`config.mk`:
```
export PLATFORM = sky130hd
export DESIGN_NAME = rv32i_load_store_unit
export DESIGN_NICKNAME = d
export VERILOG_FILES = /design/src/rtl/rv32i_lsu_pkg.sv /design/src/rtl/rv32i_load_align.sv /design/src/rtl/rv32i_load_store_unit.sv
export SDC_FILE = /design/constraint.sdc
export NUM_CORES = 1
export LEC_CHECK = 0
export BUFFER_PORTS_ARGS = -buffer_cell sky130_fd_sc_hd__clkbuf_2
export CAP_MARGIN = 20
export CORE_MARGIN = 2
export CORE_UTILIZATION = 44
export DETAILED_ROUTE_END_ITERATION = 10
export HOLD_SLACK_MARGIN = 0.06
export PLACE_DENSITY = 0.73
export SYNTH_ARGS = -nofsm -noshare
export SYNTH_HDL_FRONTEND = slang
export SYNTH_HIERARCHICAL = 1
export SYNTH_SLANG_ARGS = --single-unit
export TNS_END_PERCENT = 10
```
`constraint.sdc`:
```
create_clock -name i_clk -period 1.4 [get_ports i_clk]
set_input_delay 0.07 -clock i_clk [delete_from_list [all_inputs] [get_ports i_clk]]
set_output_delay 0.07 -clock i_clk [all_outputs]
set_load 0.02 [all_outputs]
```
`src/rtl/rv32i_lsu_pkg.sv`:
```
// -----------------------------------------------------------------------------
// rv32i_lsu_pkg
// Shared definitions for the RV32I memory-stage load/store unit:
//   - lsu_state_t   : FSM states IDLE -> BUS -> RESP
//   - F3_*          : RV32I funct3 size/sign encodings for loads and stores
//   - BE_*          : byte-lane mask constants
//   - helpers       : funct3 legality, byte-enable generation, store lane fill
// -----------------------------------------------------------------------------
package rv32i_lsu_pkg;

  typedef enum logic [1:0] {
    IDLE = 2'd0,
    BUS  = 2'd1,
    RESP = 2'd2
  } lsu_state_t;

  localparam logic [2:0] F3_LB  = 3'b000;
  localparam logic [2:0] F3_LH  = 3'b001;
  localparam logic [2:0] F3_LW  = 3'b010;
  localparam logic [2:0] F3_LBU = 3'b100;
  localparam logic [2:0] F3_LHU = 3'b101;
  localparam logic [2:0] F3_SB  = 3'b000;
  localparam logic [2:0] F3_SH  = 3'b001;
  localparam logic [2:0] F3_SW  = 3'b010;

  localparam logic [3:0] BE_BYTE    = 4'b0001;
  localparam logic [3:0] BE_HALF_LO = 4'b0011;
  localparam logic [3:0] BE_HALF_HI = 4'b1100;
  localparam logic [3:0] BE_WORD    = 4'b1111;

  function automatic logic f3_supported(input logic [2:0] f3);
    case (f3)
      F3_LB, F3_LH, F3_LW, F3_LBU, F3_LHU: f3_supported = 1'b1;
      default:                             f3_supported = 1'b0;
    endcase
  endfunction

  // funct3[1:0] carries the access size for both signed and unsigned forms.
  function automatic logic [3:0] byte_enables(input logic [2:0] f3, input logic [1:0] a);
    case (f3[1:0])
      2'b00:   byte_enables = BE_BYTE << a;
      2'b01:   byte_enables = a[1] ? BE_HALF_HI : BE_HALF_LO;
      default: byte_enables = BE_WORD;
    endcase
  endfunction

  // Replicate store data across all lanes so the byte enables alone select it.
  function automatic logic [31:0] store_lanes(input logic [2:0] f3, input logic [31:0] d);
    case (f3[1:0])
      2'b00:   store_lanes = {4{d[7:0]}};
      2'b01:   store_lanes = {2{d[15:0]}};
      default: store_lanes = d;
    endcase
  endfunction

endpackage

```
`src/rtl/rv32i_load_align.sv`:
```
// -----------------------------------------------------------------------------
// rv32i_load_align
// Combinational load-data extraction: selects the addressed byte/half/word of
// the bus read word and sign- or zero-extends it.
// Ports:
//   i_rdata   [31:0]  raw read word from the data bus
//   i_addr_lo [1:0]   low byte-address bits of the access
//   i_funct3  [2:0]   RV32I load funct3 (LB/LH/LW/LBU/LHU)
//   o_data    [31:0]  extended load result (0 for unsupported funct3)
// -----------------------------------------------------------------------------
module rv32i_load_align
  import rv32i_lsu_pkg::*;
(
  input  logic [31:0] i_rdata,
  input  logic [1:0]  i_addr_lo,
  input  logic [2:0]  i_funct3,
  output logic [31:0] o_data
);

  logic [7:0]  w_byte;
  logic [15:0] w_half;

  // Halfword select uses addr[1] only, so an odd address is forced aligned.
  assign w_byte = i_rdata[{i_addr_lo, 3'b000} +: 8];
  assign w_half = i_rdata[{i_addr_lo[1], 4'b0000} +: 16];

  always_comb begin
    o_data = '0;
    case (i_funct3)
      F3_LB:   o_data = {{24{w_byte[7]}}, w_byte};
      F3_LH:   o_data = {{16{w_half[15]}}, w_half};
      F3_LW:   o_data = i_rdata;
      F3_LBU:  o_data = {24'd0, w_byte};
      F3_LHU:  o_data = {16'd0, w_half};
      default: o_data = '0;
    endcase
  end

endmodule

```
`src/rtl/rv32i_load_store_unit.sv`:
```
// -----------------------------------------------------------------------------
// rv32i_load_store_unit
// Memory-stage load/store unit. Takes one request from EX/MEM, runs a single
// req/ack bus transfer, stalls the pipeline until the ack, and returns the
// extended load result, registered, toward the write-back mux.
//
// Handshake: o_mem_req rises one cycle after the request is captured and, with
// all other bus outputs, stays stable until the cycle in which i_mem_ack=1; the
// transfer completes on that rising edge and i_mem_rdata is sampled there.
// i_mem_ack is ignored whenever o_mem_req is low.
//
// Ports:
//   i_clk, i_rst            clock, synchronous active-high reset
//   i_req/i_we/i_funct3     request, store flag, size/sign field
//   i_addr/i_wdata          byte address, store data (rs2)
//   o_stall                 freeze PC/IF/ID/EX/MEM
//   o_load_data/valid       extended load result, one-cycle new-data pulse
//   o_mem_*                 data bus request side (word address, lanes, be)
//   i_mem_ack/i_mem_rdata   data bus completion and read word
//   o_misaligned            only with RV32I_LSU_MISALIGN_TRAP_EN defined
//
// Configuration: defining RV32I_LSU_MISALIGN_TRAP_EN traps misaligned H/W
// accesses (no bus cycle, o_misaligned pulse); otherwise the low address bits
// below the access size are ignored.
// -----------------------------------------------------------------------------
module rv32i_load_store_unit
  import rv32i_lsu_pkg::*;
#(
  parameter int XLEN   = 32,
  parameter int ADDR_W = 32
) (
  input  logic              i_clk,
  input  logic              i_rst,
  input  logic              i_req,
  input  logic              i_we,
  input  logic [2:0]        i_funct3,
  input  logic [ADDR_W-1:0] i_addr,
  input  logic [XLEN-1:0]   i_wdata,
  output logic              o_stall,
  output logic [XLEN-1:0]   o_load_data,
  output logic              o_load_valid,
  output logic              o_mem_req,
  output logic              o_mem_we,
  output logic [ADDR_W-1:0] o_mem_addr,
  output logic [XLEN-1:0]   o_mem_wdata,
  output logic [3:0]        o_mem_be,
  input  logic              i_mem_ack,
  input  logic [XLEN-1:0]   i_mem_rdata
`ifdef RV32I_LSU_MISALIGN_TRAP_EN
  ,
  output logic              o_misaligned
`endif
);

  lsu_state_t        r_state;
  lsu_state_t        w_next;
  logic              r_mem_req;
  logic              r_mem_we;
  logic [ADDR_W-1:0] r_mem_addr;
  logic [XLEN-1:0]   r_mem_wdata;
  logic [3:0]        r_mem_be;
  logic [2:0]        r_funct3;
  logic [1:0]        r_addr_lo;
  logic [XLEN-1:0]   r_load_data;
  logic              r_load_valid;
  logic [XLEN-1:0]   w_align_data;
  logic              w_supported;
  logic              w_misaligned;
  logic              w_to_bus;

  assign w_supported = f3_supported(i_funct3);

`ifdef RV32I_LSU_MISALIGN_TRAP_EN
  logic r_misaligned;
  assign w_misaligned = ((i_funct3[1:0] == 2'b01) && i_addr[0]) ||
                        ((i_funct3[1:0] == 2'b10) && (i_addr[1:0] != 2'b00));
  assign o_misaligned = r_misaligned;
`else
  assign w_misaligned = 1'b0;
`endif

  // Unsupported or trapped requests skip the bus and finish in RESP.
  assign w_to_bus = w_supported && !w_misaligned;

  rv32i_load_align u_align (
    .i_rdata   (i_mem_rdata),
    .i_addr_lo (r_addr_lo),
    .i_funct3  (r_funct3),
    .o_data    (w_align_data)
  );

  always_ff @(posedge i_clk) begin
    if (i_rst) r_state <= IDLE;
    else       r_state <= w_next;
  end

  always_comb begin
    w_next  = r_state;
    o_stall = 1'b0;
    case (r_state)
      IDLE: begin
        o_stall = i_req;
        if (i_req) w_next = w_to_bus ? BUS : RESP;
      end
      BUS: begin
        o_stall = 1'b1;
        if (i_mem_ack) w_next = RESP;
      end
      // The finished instruction still sits in MEM here, so i_req is ignored.
      RESP:    w_next = IDLE;
      default: w_next = IDLE;
    endcase
  end

  always_ff @(posedge i_clk) begin
    if (i_rst) begin
      r_mem_req    <= 1'b0;
      r_mem_we     <= 1'b0;
      r_mem_addr   <= '0;
      r_mem_wdata  <= '0;
      r_mem_be     <= 4'b0000;
      r_funct3     <= 3'b000;
      r_addr_lo    <= 2'b00;
      r_load_data  <= '0;
      r_load_valid <= 1'b0;
`ifdef RV32I_LSU_MISALIGN_TRAP_EN
      r_misaligned <= 1'b0;
`endif
    end else begin
      r_load_valid <= 1'b0;
`ifdef RV32I_LSU_MISALIGN_TRAP_EN
      r_misaligned <= 1'b0;
`endif
      case (r_state)
        IDLE: begin
          if (i_req) begin
            r_funct3  <= i_funct3;
            r_addr_lo <= i_addr[1:0];
            if (w_to_bus) begin
              r_mem_req   <= 1'b1;
              r_mem_we    <= i_we;
              r_mem_addr  <= {i_addr[ADDR_W-1:2], 2'b00};
              r_mem_wdata <= store_lanes(i_funct3, i_wdata);
              r_mem_be    <= byte_enables(i_funct3, i_addr[1:0]);
            end else if (!w_supported && !i_we) begin
              r_load_data  <= '0;
              r_load_valid <= 1'b1;
            end
`ifdef RV32I_LSU_MISALIGN_TRAP_EN
            if (w_supported && w_misaligned) r_misaligned <= 1'b1;
`endif
          end
        end
        BUS: begin
          if (i_mem_ack) begin
            r_mem_req <= 1'b0;
            r_mem_we  <= 1'b0;
            if (!r_mem_we) begin
              r_load_data  <= w_align_data;
              r_load_valid <= 1'b1;
            end
          end
        end
        default: ;
      endcase
    end
  end

  assign o_mem_req    = r_mem_req;
  assign o_mem_we     = r_mem_we;
  assign o_mem_addr   = r_mem_addr;
  assign o_mem_wdata  = r_mem_wdata;
  assign o_mem_be     = r_mem_be;
  assign o_load_data  = r_load_data;
  assign o_load_valid = r_load_valid;

endmodule

```
## After elaboration in Yosys (flattened, before gate mapping)

Index checks and enable logic that the tools add are counted.

| word-level totals | value |
|---|---|
| word-level logic and storage cells | 72 |
| output and inout port bits | 104 |
| input port bits | 104 |
| bits in registers | 108 |

| cells by class | value |
|---|---|
| shifts and indexed selects | 3 |
| reductions and logical operators | 14 |
| equal/unequal tests | 16 |
| mux-type cells | 29 |

Operator list:

| kind | number |
|---|---|
| 2-to-1 mux 32 bit | 5 |
| one-hot mux 32 bit (5 select lines) | 1 |
| one-hot mux 32 bit (2 select lines) | 2 |
| variable part select 32 x 6 -> 16 bit | 1 |
| variable part select 32 x 6 -> 8 bit | 1 |
| equality test 3 bit, second input constant | 4 |
| != test 2 bit, second input constant | 6 |
| 2-to-1 mux 1 bit | 11 |
| one-hot mux 1 bit (2 select lines) | 4 |
| one-hot mux 4 bit (2 select lines) | 1 |
| equality test 3 x 1 -> 1 bit, second input constant | 2 |
| equality test 3 x 2 -> 1 bit, second input constant | 2 |
| logical NOT 3 bit | 2 |
| 2-to-1 mux 2 bit | 3 |
| AND reduction 6 bit | 1 |
| OR reduction 5 bit | 1 |
| equality test 2 x 1 -> 1 bit, second input constant | 2 |
| logical NOT 2 bit | 2 |
| 2-to-1 mux 4 bit | 1 |
| one-hot mux 2 bit (2 select lines) | 1 |
| AND reduction 2 bit | 2 |
| AND reduction 4 bit | 1 |
| left shift 1 x 2 -> 4 bit, first input constant | 1 |
| AND reduction 3 bit | 1 |
| other kinds (3) | 4 |

## Depth between registers and ports, before layout

| depth | value |
|---|---|
| word-level depth | 9 |
| depth in mapped cells | 7 |

## Modules after synthesis

Netlist, hierarchy kept.

By module, submodules not included:

| module | area an instance (µm²) | cells each | times used | seq. area each (µm²) |
|---|---|---|---|---|
| rv32i_load_store_unit | 4549.4 | 526 | 1 | 2162.1 |
| rv32i_load_align | 822.0 | 117 | 1 | 0.0 |

## Worst setup path after synthesis

OpenSTA, ideal clock, no wires.

| timing path | value |
|---|---|
| path kind | register to register |
| start | register r_state[0] |
| end | register r_mem_wdata[6] (netlist: o_mem_wdata[6]) |
| arrival time | 1.391 ns |
| stages on the path, launching flop included | 8 |
| required time | 1.264 ns |
| slack | -0.128 ns |
| period minus slack after synthesis | 1.528 ns |
| cell sequence | dfxtp_1 > buf_4 > nor3b_4 > nand2_1 > buf_2 > clkbuf_1 > nand2_1 > a21oi_2 |

| on the way | value |
|---|---|
| word-level cells in the longest chain between the ends | 2 |

RTL lines:

| element | RTL line | text |
|---|---|---|
| from (decl) | rv32i_load_store_unit.sv:55 | `lsu_state_t r_state;` |
| from (signal assigned) | rv32i_load_store_unit.sv:94 | `else r_state <= w_next;` |
| logical NOT 2 bit | rv32i_load_store_unit.sv:134 | `case (r_state)` |
| AND reduction 3 bit (no line) | -- |  |
| to (signal assigned) | rv32i_load_store_unit.sv:143 | `r_mem_wdata <= store_lanes(i_funct3, i_wdata);` |
| to (decl) | rv32i_load_store_unit.sv:60 | `logic [XLEN-1:0] r_mem_wdata;` |

No other way between the ends.
A chain may end at the register's enable or synchronous reset.

## Worst setup path after layout

| timing path | value |
|---|---|
| start | register r_funct3[1] |
| end | register r_load_data[21] (netlist: o_load_data[21]) |

| on the way | value |
|---|---|
| word-level cells in the longest chain between the ends | 5 |

RTL lines:

| element | RTL line | text |
|---|---|---|
| from (decl) | rv32i_load_store_unit.sv:62 | `logic [2:0] r_funct3;` |
| from (signal assigned) | rv32i_load_store_unit.sv:137 | `r_funct3 <= i_funct3;` |
| equality test 3 bit (tied with other cells) | rv32i_load_align.sv:29 | `case (i_funct3)` |
| one-hot mux 32 bit (5 select lines) (*) | rv32i_load_align.sv:29 |  |
| net w_align_data[21] | rv32i_load_store_unit.sv:66 | `logic [XLEN-1:0] w_align_data;` |
| 2-to-1 mux 32 bit (*) | rv32i_load_store_unit.sv:158 | `if (!r_mem_we) begin` |
| 2-to-1 mux 32 bit (*) | rv32i_load_store_unit.sv:155 | `if (i_mem_ack) begin` |
| one-hot mux 32 bit (2 select lines) (*) | rv32i_load_store_unit.sv:134 |  |
| to (signal assigned) | rv32i_load_store_unit.sv:159 | `r_load_data <= w_align_data;` |
| to (decl) | rv32i_load_store_unit.sv:64 | `logic [XLEN-1:0] r_load_data;` |

Mark *: on every way through the listed nets, which the timed path passes. The rest lies on a longest branch. The select of a mux whose other input is x is not followed.

==> results.ini <==
[worst_setup_path]
path_class=reg2reg
cp_cell_sequence=buf_6, and2b_4, a22oi_4, buf_6, o211ai_1, nand3_1, o32ai_2
startpoint_type=flip-flop
cp_top_family=compound AO/OA/AOI/OAI gates
worstReg2RegEnd=o_load_data[21]
crit_path_frequent_cell=buf_6
cpMaxStageDelayCell=dfxtp_2
worstPathMaxFanout=6
cp.arrival_ns=1.78
rr_worst_depth=7
r2r-start=r_funct3[1]
end_kind=flip-flop
reg2reg_slack_ns=-0.15
required_ns=1.62
cp_num_buf_inv=2
max_stage_delay_ns=0.36

[min_path]
hp-class=in2reg
min_from=i_wdata[25]
holdPathStages=5
min_to=o_mem_wdata[25]

[synth]
synthAdderAreaFrac=0
synth.distinct_cells=41
ys.warnings.count=6
synth-main-ff-cell=dfxtp_1
synth-simple-area-share=0.1896
ys_seq_area_frac=0.4025
synth_compound_area_frac=0.2348
synth_top_cell_area_share=0.4025
yosys-top-cells-area=dfxtp_1 40%, nand2_1 7.8%, o32ai_1 5.2%
synth_largest_area_cell=dfxtp_1
ys_ff_latch=108
synth_edf_count=0
async_flop_share=0
synth-xor-area-share=0
synth_top_family_by_area=compound AO/OA/AOI/OAI gates
synth.most_common_cell=nand2_1
avgSynthCellArea_sq_um=8.354
synth_common_cells=112 x nand2_1, 108 x dfxtp_1, 49 x nand3_1
syn_inst=643
synthMuxAreaShare=0.06476
syn-cell-area_sq_um=5371

[detailed_routing]
wl_per_cell_um=16.38
drt_wl_total_um=17410
drt_iter0_markers=523
vias_per_cell=5.329
ant_nets=0
vias=5665
post-route-drc-count=0
first_pass_iters=5

[pwr]
total_power_mw=7.836
p_leak_nw=3.230
powerDensity_nw_per_um2=1008
ir_drop_uv=918.6

[die]
die_x_um=114.5
io_pins=208
start_util=0.4491
die_h_um=114.5
dieArea_sq_um=13110
core_area_sq_um=11960
rows=40

[clock_tree]
numCtsBuffers=9
worstSkewPairLatency_ns=0.35
cts_buffer_depth=2
tritoncts=built
ctsHtreeMaxLevel=3
cts_sinks=108
cts_root_buf=clkbuf_16
path_clk_slew_ns=0.07

[cells_and_area]
fin_area_sq_um=7776
drive_above_1_share=0.3989
nets=1016
area_delta_synth_final_pct=44.77

[placement]
port_buffers=205
post-dp-hpwl_um=11160
gp_congestion=0.8984
placed_area_sq_um=6614

[sta]
final_hold_viol_count=0
max_freq_mhz=643.1
fin_crit_ns=1.555
min_period_over_period=1.111
finalSetupViolCount=67
slew_viol_final=0
setup_ws_ns=-0.1549
skew_ns=0.006108
rsz0062_at_grt=yes

[grt]
grt_usage=0.2494
grt_max_degree=55
first_global_vias=5274
antenna_found_initial=0
grt-ovfl-total=0
grt_pass1_wl_um=26130

[run_status]
status=complete, but fails checks
violations=negative setup slack

[job]
maxCapViolCount=0

-- through the flow --
| stage | setup TNS [ns] | hold WS (ns) | util | cells | setup slack (ns) |
|---|---|---|---|---|---|
| after floorplan | -8.750 | 0.1983 | - | 644 | -0.1167 |
| after global placement | -8.349 | 0.2930 | 0.5529 | 983 | -0.3245 |
| after detailed placement | -9.964 | 0.2972 | 0.5529 | 983 | -0.3466 |
| after CTS | -2.906 | 0.06681 | 0.6296 | 1057 | -0.1106 |
| after global routing | -9.352 | 0.08194 | 0.6499 | 1062 | -0.2052 |
| final | -3.178 | 0.07384 | 0.6501 | 1063 | -0.1549 |
-- layer usage --
metal	up-vias	wire [um]	global-route usage	share of wire
met5	-	0	0	0
met4	0	417	0.09593	0.024
met3	36	961	0.05400	0.055
met2	211	8859	0.4142	0.51
met1	2628	7170	0.3162	0.41
li1	2790	-	-	-
-- registers in the layout, summed over array words and instances (netlist names) --
signal        flops
o_load_data      32
o_mem_wdata      32
o_mem_addr       30
o_mem_be          4
r_funct3          3
r_addr_lo         2
r_state           2
o_load_valid      1
o_mem_req         1
o_mem_we          1
-- layout by cell type (no fill, tap or decap), drive strengths merged --
cell type | synthesis | routed
conb | 1 | 2
o32ai | 32 | 32
dfxtp | 108 | 108
clkbuf | 33 | 216
nand2b | 5 | 5
a211o | 1 | 1
nor2 | 37 | 37
or2b | 1 | 1
nor3b | 6 | 6
diode | 0 | 1
nor2b | 8 | 8
o221ai | 2 | 2
o22ai | 2 | 2
nand2 | 113 | 113
or2 | 1 | 1
buf | 28 | 55
mux2i | 22 | 22
clkinvlp | 0 | 1
a21oi | 57 | 57
a211oi | 9 | 9
nor4 | 2 | 2
nor3 | 4 | 4
inv | 35 | 35
dlygate4sd3 | 0 | 58
and2 | 1 | 2
mux2 | 11 | 11
a22oi | 15 | 15
clkinv | 0 | 1
o21ai | 33 | 33
a311oi | 8 | 8
nand3 | 49 | 49
o211ai | 17 | 17
and2b | 1 | 1
o21a | 1 | 1
-- logic make-up after synthesis --
family	Yosys count
buffers and inverters	96
muxes	33
AOI/OAI and AO/OA	177
and+or+nand+nor	228
DFF	108
other	1
-- worst max-delay path by stage --
stage            startpoint               to  depth (start not counted)
5_1_grt         r_funct3[1]  o_load_data[21]                          7
2_1_floorplan    r_state[0]   o_mem_wdata[3]                          7
6_report        r_funct3[1]  o_load_data[21]                          7
3_5_place_dp    r_funct3[2]  o_load_data[15]                          5
3_3_place_gp    r_funct3[2]   o_load_data[5]                          5
4_1_cts        r_addr_lo[0]  o_load_data[29]                          6
-- worst register-to-register path, cell delays in order (launching register included) --
cell      delay (ns)
dfxtp_2         0.36
buf_6           0.12
and2b_4         0.20
a22oi_4         0.27
buf_6           0.16
o211ai_1        0.11
nand3_1         0.13
o32ai_2         0.08
-- where the power goes --
group	switching, mW	internal (mW)
clock	1.09	1.23
combinational	1.22	0.939
sequential	0.107	3.24
total	2.42	5.41
-- repair_timing --
action | 4_1_cts | 5_1_grt
gates cloned | 1 | 3
resized for setup | 21 | 55
hold buffers | 58 | 0
pin swaps | 7 | 11
buffers inserted | 1 | 2
endpoints found under the setup margin | 86 | 101
endpoints found under the hold margin | 60 | 0
-- final cells by class --
type / count / area (sq um)
Timing Repair Buffer: 317 / 2152
Tap cell: 147 / 183.9
Clock inverter: 2 / 12.51
Inverter: 35 / 131.4
Antenna cell: 1 / 2.502
Sequential cell: 108 / 2178
Clock buffer: 12 / 246.5
Multi-Input combinational cell: 441 / 2869
Fill cell: 994 / 4185
No activity file was read; power rests on OpenSTA's default activity.
